$ cat config.mk
export PLATFORM = sky130hd
export DESIGN_NAME = pipe_ctrl
export DESIGN_NICKNAME = d
export VERILOG_FILES = /design/src/rtl/pipe_ctrl.sv
export SDC_FILE = /design/constraint.sdc
export NUM_CORES = 1
export LEC_CHECK = 0
export CAP_MARGIN = 20
export CORE_ASPECT_RATIO = 1.25
export CORE_UTILIZATION = 40
export DETAILED_ROUTE_END_ITERATION = 12
export GPL_TIMING_DRIVEN = 0
export HOLD_SLACK_MARGIN = 0.1
export PLACE_DENSITY = 0.95
export SLEW_MARGIN = 15
export SYNTH_ARGS = -nofsm -noshare
export SYNTH_HDL_FRONTEND = slang
export SYNTH_SLANG_ARGS = --single-unit
$ cat constraint.sdc
create_clock -name clk_i -period 3.3 [get_ports clk_i]
set_input_delay 0.33 -clock clk_i [delete_from_list [all_inputs] [get_ports clk_i]]
set_output_delay 0.33 -clock clk_i [all_outputs]
set_load 0.02 [all_outputs]
$ cat src/rtl/pipe_ctrl.sv
// Pipeline control unit: merges execute/divider/bus stalls into one hold level
// and sequences interrupt entry (latch, wait for a safe point, redirect, flush).
module pipe_ctrl #(
  parameter int ADDR_W = 32,
  parameter int INT_W  = 8,
  localparam int IDX_W = (INT_W > 1) ? $clog2(INT_W) : 1
) (
  input  logic              clk_i,
  input  logic              rst_n_i,
  input  logic              jump_flag_i,
  input  logic [ADDR_W-1:0] jump_addr_i,
  input  logic              hold_ex_i,
  input  logic              hold_bus_i,
  input  logic [INT_W-1:0]  int_req_i,
  input  logic              int_en_i,
  input  logic [ADDR_W-1:0] int_vec_base_i,
  input  logic [ADDR_W-1:0] dec_inst_addr_i,
  output logic [2:0]        hold_flag_o,
  output logic              jump_flag_o,
  output logic [ADDR_W-1:0] jump_addr_o,
  output logic [INT_W-1:0]  int_ack_o,
  output logic [IDX_W-1:0]  int_cause_o,
  output logic [ADDR_W-1:0] epc_o
);

  typedef enum logic [1:0] {
    ST_IDLE  = 2'd0,
    ST_WAIT  = 2'd1,
    ST_TRAP  = 2'd2,
    ST_FLUSH = 2'd3
  } state_e;

  state_e            state_q, state_d;
  logic [INT_W-1:0]  pend_q, pend_d;
  logic [IDX_W-1:0]  cause_q, cause_d;
  logic [ADDR_W-1:0] epc_q, epc_d;

  logic [IDX_W-1:0]  sel_idx;
  logic [INT_W-1:0]  ack;
  logic [ADDR_W-1:0] trap_addr;
  logic              in_trap;
  logic              in_flush;
  logic              pass_state;
  logic              quiet;
  logic [1:0]        hold_lvl;

  // Lowest set pending index wins; scanning downward leaves the lowest one.
  always_comb begin
    sel_idx = '0;
    for (int i = INT_W - 1; i >= 0; i--) begin
      if (pend_q[i]) begin
        sel_idx = IDX_W'(i);
      end
    end
  end

  always_comb begin
    in_trap    = (state_q == ST_TRAP);
    in_flush   = (state_q == ST_FLUSH);
    pass_state = (state_q == ST_IDLE) || (state_q == ST_WAIT);
    quiet      = !hold_ex_i && !hold_bus_i && !jump_flag_i;
    ack        = in_trap ? (INT_W'(1) << cause_q) : '0;
    trap_addr  = int_vec_base_i + (ADDR_W'(cause_q) << 2);
  end

  // Hold level is the maximum of all contributing sources.
  always_comb begin
    hold_lvl = 2'd0;
    if (hold_bus_i) begin
      hold_lvl = 2'd1;
    end
    if (hold_ex_i || jump_flag_i || in_trap || in_flush) begin
      hold_lvl = 2'd3;
    end
  end

  always_comb begin
    state_d = state_q;
    cause_d = cause_q;
    epc_d   = epc_q;
    pend_d  = (pend_q | (int_req_i & {INT_W{int_en_i}})) & ~ack;
    unique case (state_q)
      ST_IDLE: begin
        if (jump_flag_i) begin
          state_d = ST_FLUSH;
        end else if (|pend_q) begin
          state_d = ST_WAIT;
        end
      end
      ST_WAIT: begin
        if (jump_flag_i) begin
          state_d = ST_FLUSH;
        end else if (quiet) begin
          state_d = ST_TRAP;
          cause_d = sel_idx;
        end
      end
      ST_TRAP: begin
        state_d = ST_FLUSH;
        epc_d   = dec_inst_addr_i;
      end
      ST_FLUSH: begin
        state_d = (|pend_q) ? ST_WAIT : ST_IDLE;
      end
      default: begin
        state_d = ST_IDLE;
      end
    endcase
  end

  always_ff @(posedge clk_i) begin
    if (!rst_n_i) begin
      state_q <= ST_IDLE;
      pend_q  <= '0;
      cause_q <= '0;
      epc_q   <= '0;
    end else begin
      state_q <= state_d;
      pend_q  <= pend_d;
      cause_q <= cause_d;
      epc_q   <= epc_d;
    end
  end

  // Combinational outputs read as their reset values while reset is asserted.
  always_comb begin
    hold_flag_o = '0;
    jump_flag_o = 1'b0;
    jump_addr_o = '0;
    int_ack_o   = '0;
    if (rst_n_i) begin
      hold_flag_o = {1'b0, hold_lvl};
      int_ack_o   = ack;
      if (in_trap) begin
        jump_flag_o = 1'b1;
        jump_addr_o = trap_addr;
      end else if (pass_state && jump_flag_i) begin
        jump_flag_o = 1'b1;
        jump_addr_o = jump_addr_i;
      end
    end
  end

  assign int_cause_o = cause_q;
  assign epc_o       = epc_q;

endmodule

* After elaboration in Yosys (flattened, before gate mapping) *
Index checks and enable logic that the tools add are counted.

word-level totals
  flip-flop bits (word level) = 45
  logic and storage cells = 55

operators by class
  add/subtract/negate cells = 1
  equal/unequal tests = 5
  shift-type cells = 1
  muxes and demuxes = 25
  bitwise logic cells = 5
  reductions and logical operators = 14

operator list
  cell                   number
  $mux W32               3
  $add A32 B5 Y32        1
  $mux W3                8
  $and A8 B8 Y8          2
  $mux W8                2
  $mux W2                6
  $not A8 Y8             1
  $or A8 B8 Y8           1
  $pmux W2 S4            1
  $reduce_or A8 Y1       1
  $shl A1 B3 Y8 const A  1
  $mux W1                5
  $eq A2 B2 Y1 const B   2
  $logic_or A1 B1 Y1     4
  $logic_and A1 B1 Y1    3
  $logic_not A1 Y1       3
  $ne A3 B2 Y1 const B   1
  $ne A3 B3 Y1 const B   1
  $reduce_and A3 Y1      1
  $eq A2 B1 Y1 const B   1
  $logic_not A2 Y1       1
  $reduce_and A2 Y1      1
  $not A1 Y1             1

* Depth between registers and ports, before layout *
  depth in word-level cells = 8
  depth in mapped cells = 9
  mapped depth without buffers = 8

* Worst setup path after synthesis *
No wires, ideal clock.

  path type = reg-to-output
  start point = reg cause_q[1] (netlist: int_cause_o[1])
  end point = out jump_addr_o[30]
  arrival time = 2.528 ns
  required time = 2.970 ns
  path slack = 0.442 ns
  cell stages (with the launch flop) = 9
  path buffers = 1
  cells stage by stage = dfxtp_1 > inv_1 > fa_1 > and2b_1 > o21ba_4 > buf_8 > nand3_4 > or4_1 > a31oi_1

between the ends
  word-level cells in the longest chain between the ends = 3

ends and longest elaborated chain
  element                 RTL line  RTL
  from (decl)             35        logic [IDX_W-1:0] cause_q, cause_d;
  from (signal assigned)  120       cause_q <= cause_d;
  $add A32 B5 Y32         63        trap_addr = int_vec_base_i + (ADDR_W'(cause_q) << 2);
  $mux W32                134       if (in_trap) begin
  $mux W32                131       if (rst_n_i) begin
  to (decl)               20        output logic [ADDR_W-1:0] jump_addr_o,

No other way between the ends.

* Worst setup path in the final report *
  start point = in int_vec_base_i[2]
  end point = out jump_addr_o[8]

between the ends
  word-level cells in the longest chain between the ends = 3

ends and longest elaborated chain
  element          RTL line  RTL
  from (decl)      16        input logic [ADDR_W-1:0] int_vec_base_i,
  $add A32 B5 Y32  63
  $mux W32         134
  $mux W32         131

No other way between the ends.

==> summary.txt <==
Outcome
  • Outcome: finished clean

Hold path
  • Hold Path Depth: 2
  • Worst hold path class: flop to flop
  • Hold path endpoint: epc_o[25]
  • Hold Path Origin: epc_o[25]

Timing
  • Final hold vios: 0
  • Fin crit period: 3.21 ns
  • Worst slew pin tran: 0.953 ns
  • Final setup violating endpoints: 0
  • Clock Skew: 0.0106 ns
  • Fin Setup TNS: 0 ns
  • Slew Viols, Final: 0
  • Hold_ws: 0.502 ns
  • Final period utilization: 97.2%
  • Fmax: 312 MHz
  • Unrepaired setup endpoints after global routing: no
  • Slew headroom: 35.5%

Cells and area
  • Antenna diodes: 0
  • NumNets Final: 680
  • Layout cells sized above 1: 5.16%
  • Most frequent cells in the layout: clkdlybuf4s50_1, nor2_1, dfxtp_1
  • Commonest non-fill, non-tap cell in the layout: clkdlybuf4s50_1
  • Layout area overhead: 69.6%
  • Core Util, Final: 69.8%

Synthesis
  • Syn Nets: 487
  • Share of flip-flops with an asynchronous set or reset: 0%
  • Post-synth cell types: 49
  • Mapped cell area: 3030 um2
  • Post-synth EDFFs: 0
  • Gate Count Post-Synth: 368
  • Seq/Total Area, Yosys: 29.8%
  • Post-synth top flop: dfxtp_1
  • Synth warn: 0
  • Synth Area per Inst: 8.23 um2
  • Synth Register Bits: 45

Floorplanning
  • Die Wd: 79.8 um
  • Starting Density: 41.2%
  • Std cell rows: 35
  • # IOs: 189
  • Core area: 7360 um2
  • DIE AREA: 7920 um2
  • Die Ht: 99.3 um

Drt
  • Wire per inst: 15.1 um
  • Final antenna-violating net count: 0
  • Drt first pass iters: 4
  • Via count: 3338
  • DRC viols: 0
  • Post-DR vias/cell: 5.10
  • 1st-iter DRT viols: 42
  • WL final: 9.88 mm

Critical path
  • Worst setup EP type: primary output
  • Critical-path cell list: clkdlybuf4s50_1 -> ha_1 -> inv_1 -> fa_1 -> and2b_1 -> o2111ai_1 -> xor2_1 -> a211oi_1 -> clkdlybuf4s50_1
  • Setup crit start kind: input pin
  • Max FO, Critical Path: 3
  • R2r setup slk: 1.34 ns
  • Required @ worst endpoint: 2.97 ns
  • FF-to-FF path depth: 7
  • Buf+Inv Stages, Crit Path: 3
  • Reg-to-Reg End: epc_o[26]
  • Kind of critical path: input pin to primary output
  • Slowest-stage cell, CP: clkdlybuf4s50_1
  • Most frequent CP cell: clkdlybuf4s50_1
  • CP peak stage delay: 0.65 ns
  • Data arrival, critical path: 2.88 ns
  • CP top delay family: buffers and inverters
  • Reg-to-Reg Start: state_q[0]

Global routing
  • Total GRT Usage: 24.1%
  • First-pass GRT wire length: 15.0 mm
  • Initial antenna violation count: 0
  • Largest net degree at the start of global routing: 14
  • Vias in the first global route: 3309
  • Gr ovfl total: 0

Flow run
  • Max cap viols: 0

Pwr
  • VDD IR max: 0.437 mV
  • Power Total: 0.00265 W
  • P_leak: 2.05 nW
  • Power Density: 516 nW/um2

Clock tree
  • Clock transition time at the flip-flop clock pins of the worst setup and hold paths: 0.08 ns
  • Clock root cell: clkbuf_8
  • Num CTS Buffers: 5
  • Sink Count: 45
  • H-tree levels: 2
  • CTS tree: built
  • Clk Latency, worst-skew pair: 0.31 ns
  • # hold bufs at CTS: 0
  • Max Root-Sink Buffers: 2

Placed design
  • # port buffers: 186
  • GPL Wtd Cong: 0.865
  • DP HPWL: 7.82 mm
==> worst min-delay path, delay by kind of cell (launching register included) <==
family,cells,cell delay (ns)
mux,1,0.07
flops,1,0.33
simple gates,1,0.07
==> metal layers <==
| metal | GRT usage [%] | vias to the layer above | routed length [um] |
|---|---|---|---|
| met5 | 0 | - | 0 |
| met4 | 7.69 | 0 | 122 |
| met3 | 5.05 | 9 | 696 |
| met2 | 49.9 | 123 | 5480 |
| met1 | 22.5 | 1541 | 3580 |
| li1 | - | 1665 | - |
==> report_power, final <==
part | internal (W) | total (W) | switching (W)
Sequential | 0.000645 | 0.000712 | 0.0000667
Combinational | 0.000700 | 0.00150 | 0.000804
Clock | 0.000247 | 0.000435 | 0.000188
Total | 0.00159 | 0.00265 | 0.00106
==> cells in the mapped netlist (5+ instances only) <==
library cell  count  area [um2]
nor2_1           54         203
nand4_1          10        62.6
dfxtp_1          45         901
clkbuf_1         14        52.6
and3_1            5        31.3
xnor2_1           6        52.6
a211oi_1         29         218
buf_2             6        30.0
a21oi_1          11        55.1
nor2b_1          27         169
a21o_1            5        37.5
inv_1            13        48.8
nand3_1          10        50.1
xor2_1           21         184
ha_1              8         100
mux2i_1          37         370
nand2_1          21        78.8
==> per-stage QoR <==
step / cell area [um2] / cells / worst slack (ns)
finish: 5130 / 654 / 0.0928
global route: 5130 / 654 / 0.00373
CTS: 5110 / 654 / 0.0188
detailed placement: 5000 / 646 / -0.262
global placement: 5000 / 646 / -0.206
floorplan: 3030 / 368 / 0.442
==> cell type report <==
class | instances | area, um2
fillers | 551 | 2220
multi-input cells | 285 | 1950
repair buffers | 186 | 1860
flip-flops and latches | 45 | 903
plain buffers | 24 | 133
well taps | 92 | 115
clock buffers | 7 | 86.3
inverters | 14 | 52.6
clock inverters | 1 | 30.0
==> worst max path at each step <==
stage,start,end,slack (ns),cells past startpoint
finish,int_vec_base_i[2],jump_addr_o[8],0.09,9
global route,int_vec_base_i[2],jump_addr_o[18],0.004,11
CTS,int_cause_o[0],jump_addr_o[30],0.02,10
detailed placement,int_vec_base_i[2],jump_addr_o[30],-0.26,11
global placement,int_vec_base_i[2],jump_addr_o[30],-0.21,11
floorplan,int_cause_o[1],jump_addr_o[30],0.44,8
==> state kept, by name (all words and copies together) (netlist names) <==
register     cells
int_cause_o      3
state_q          2
pend_q           8
epc_o           32
==> what timing repair did <==
| action | 4_1_cts | 5_1_grt |
|---|---|---|
| buffers inserted | 0 | 0 |
| pin swaps | 0 | 0 |
| gates resized for setup | 13 | 18 |
| hold endpoints to repair | 0 | 0 |
| setup endpoints to repair | 16 | 27 |
==> cells by family (layout without fill, tap and decap cells) <==
logic type | after synthesis | after routing | share of synthesized area (%)
xor gates and xnor gates | 27 | 27 | 7.81
other | 1 | 1 | 0.124
and+or+nand+nor | 149 | 149 | 25.5
AOI/OAI and AO/OA | 62 | 62 | 14.8
adders and majority gates | 9 | 9 | 3.97
DFF | 45 | 45 | 29.8
buffers and inverters | 38 | 232 | 5.83
muxes | 37 | 37 | 12.2
Power figures use the tool's default switching activity.
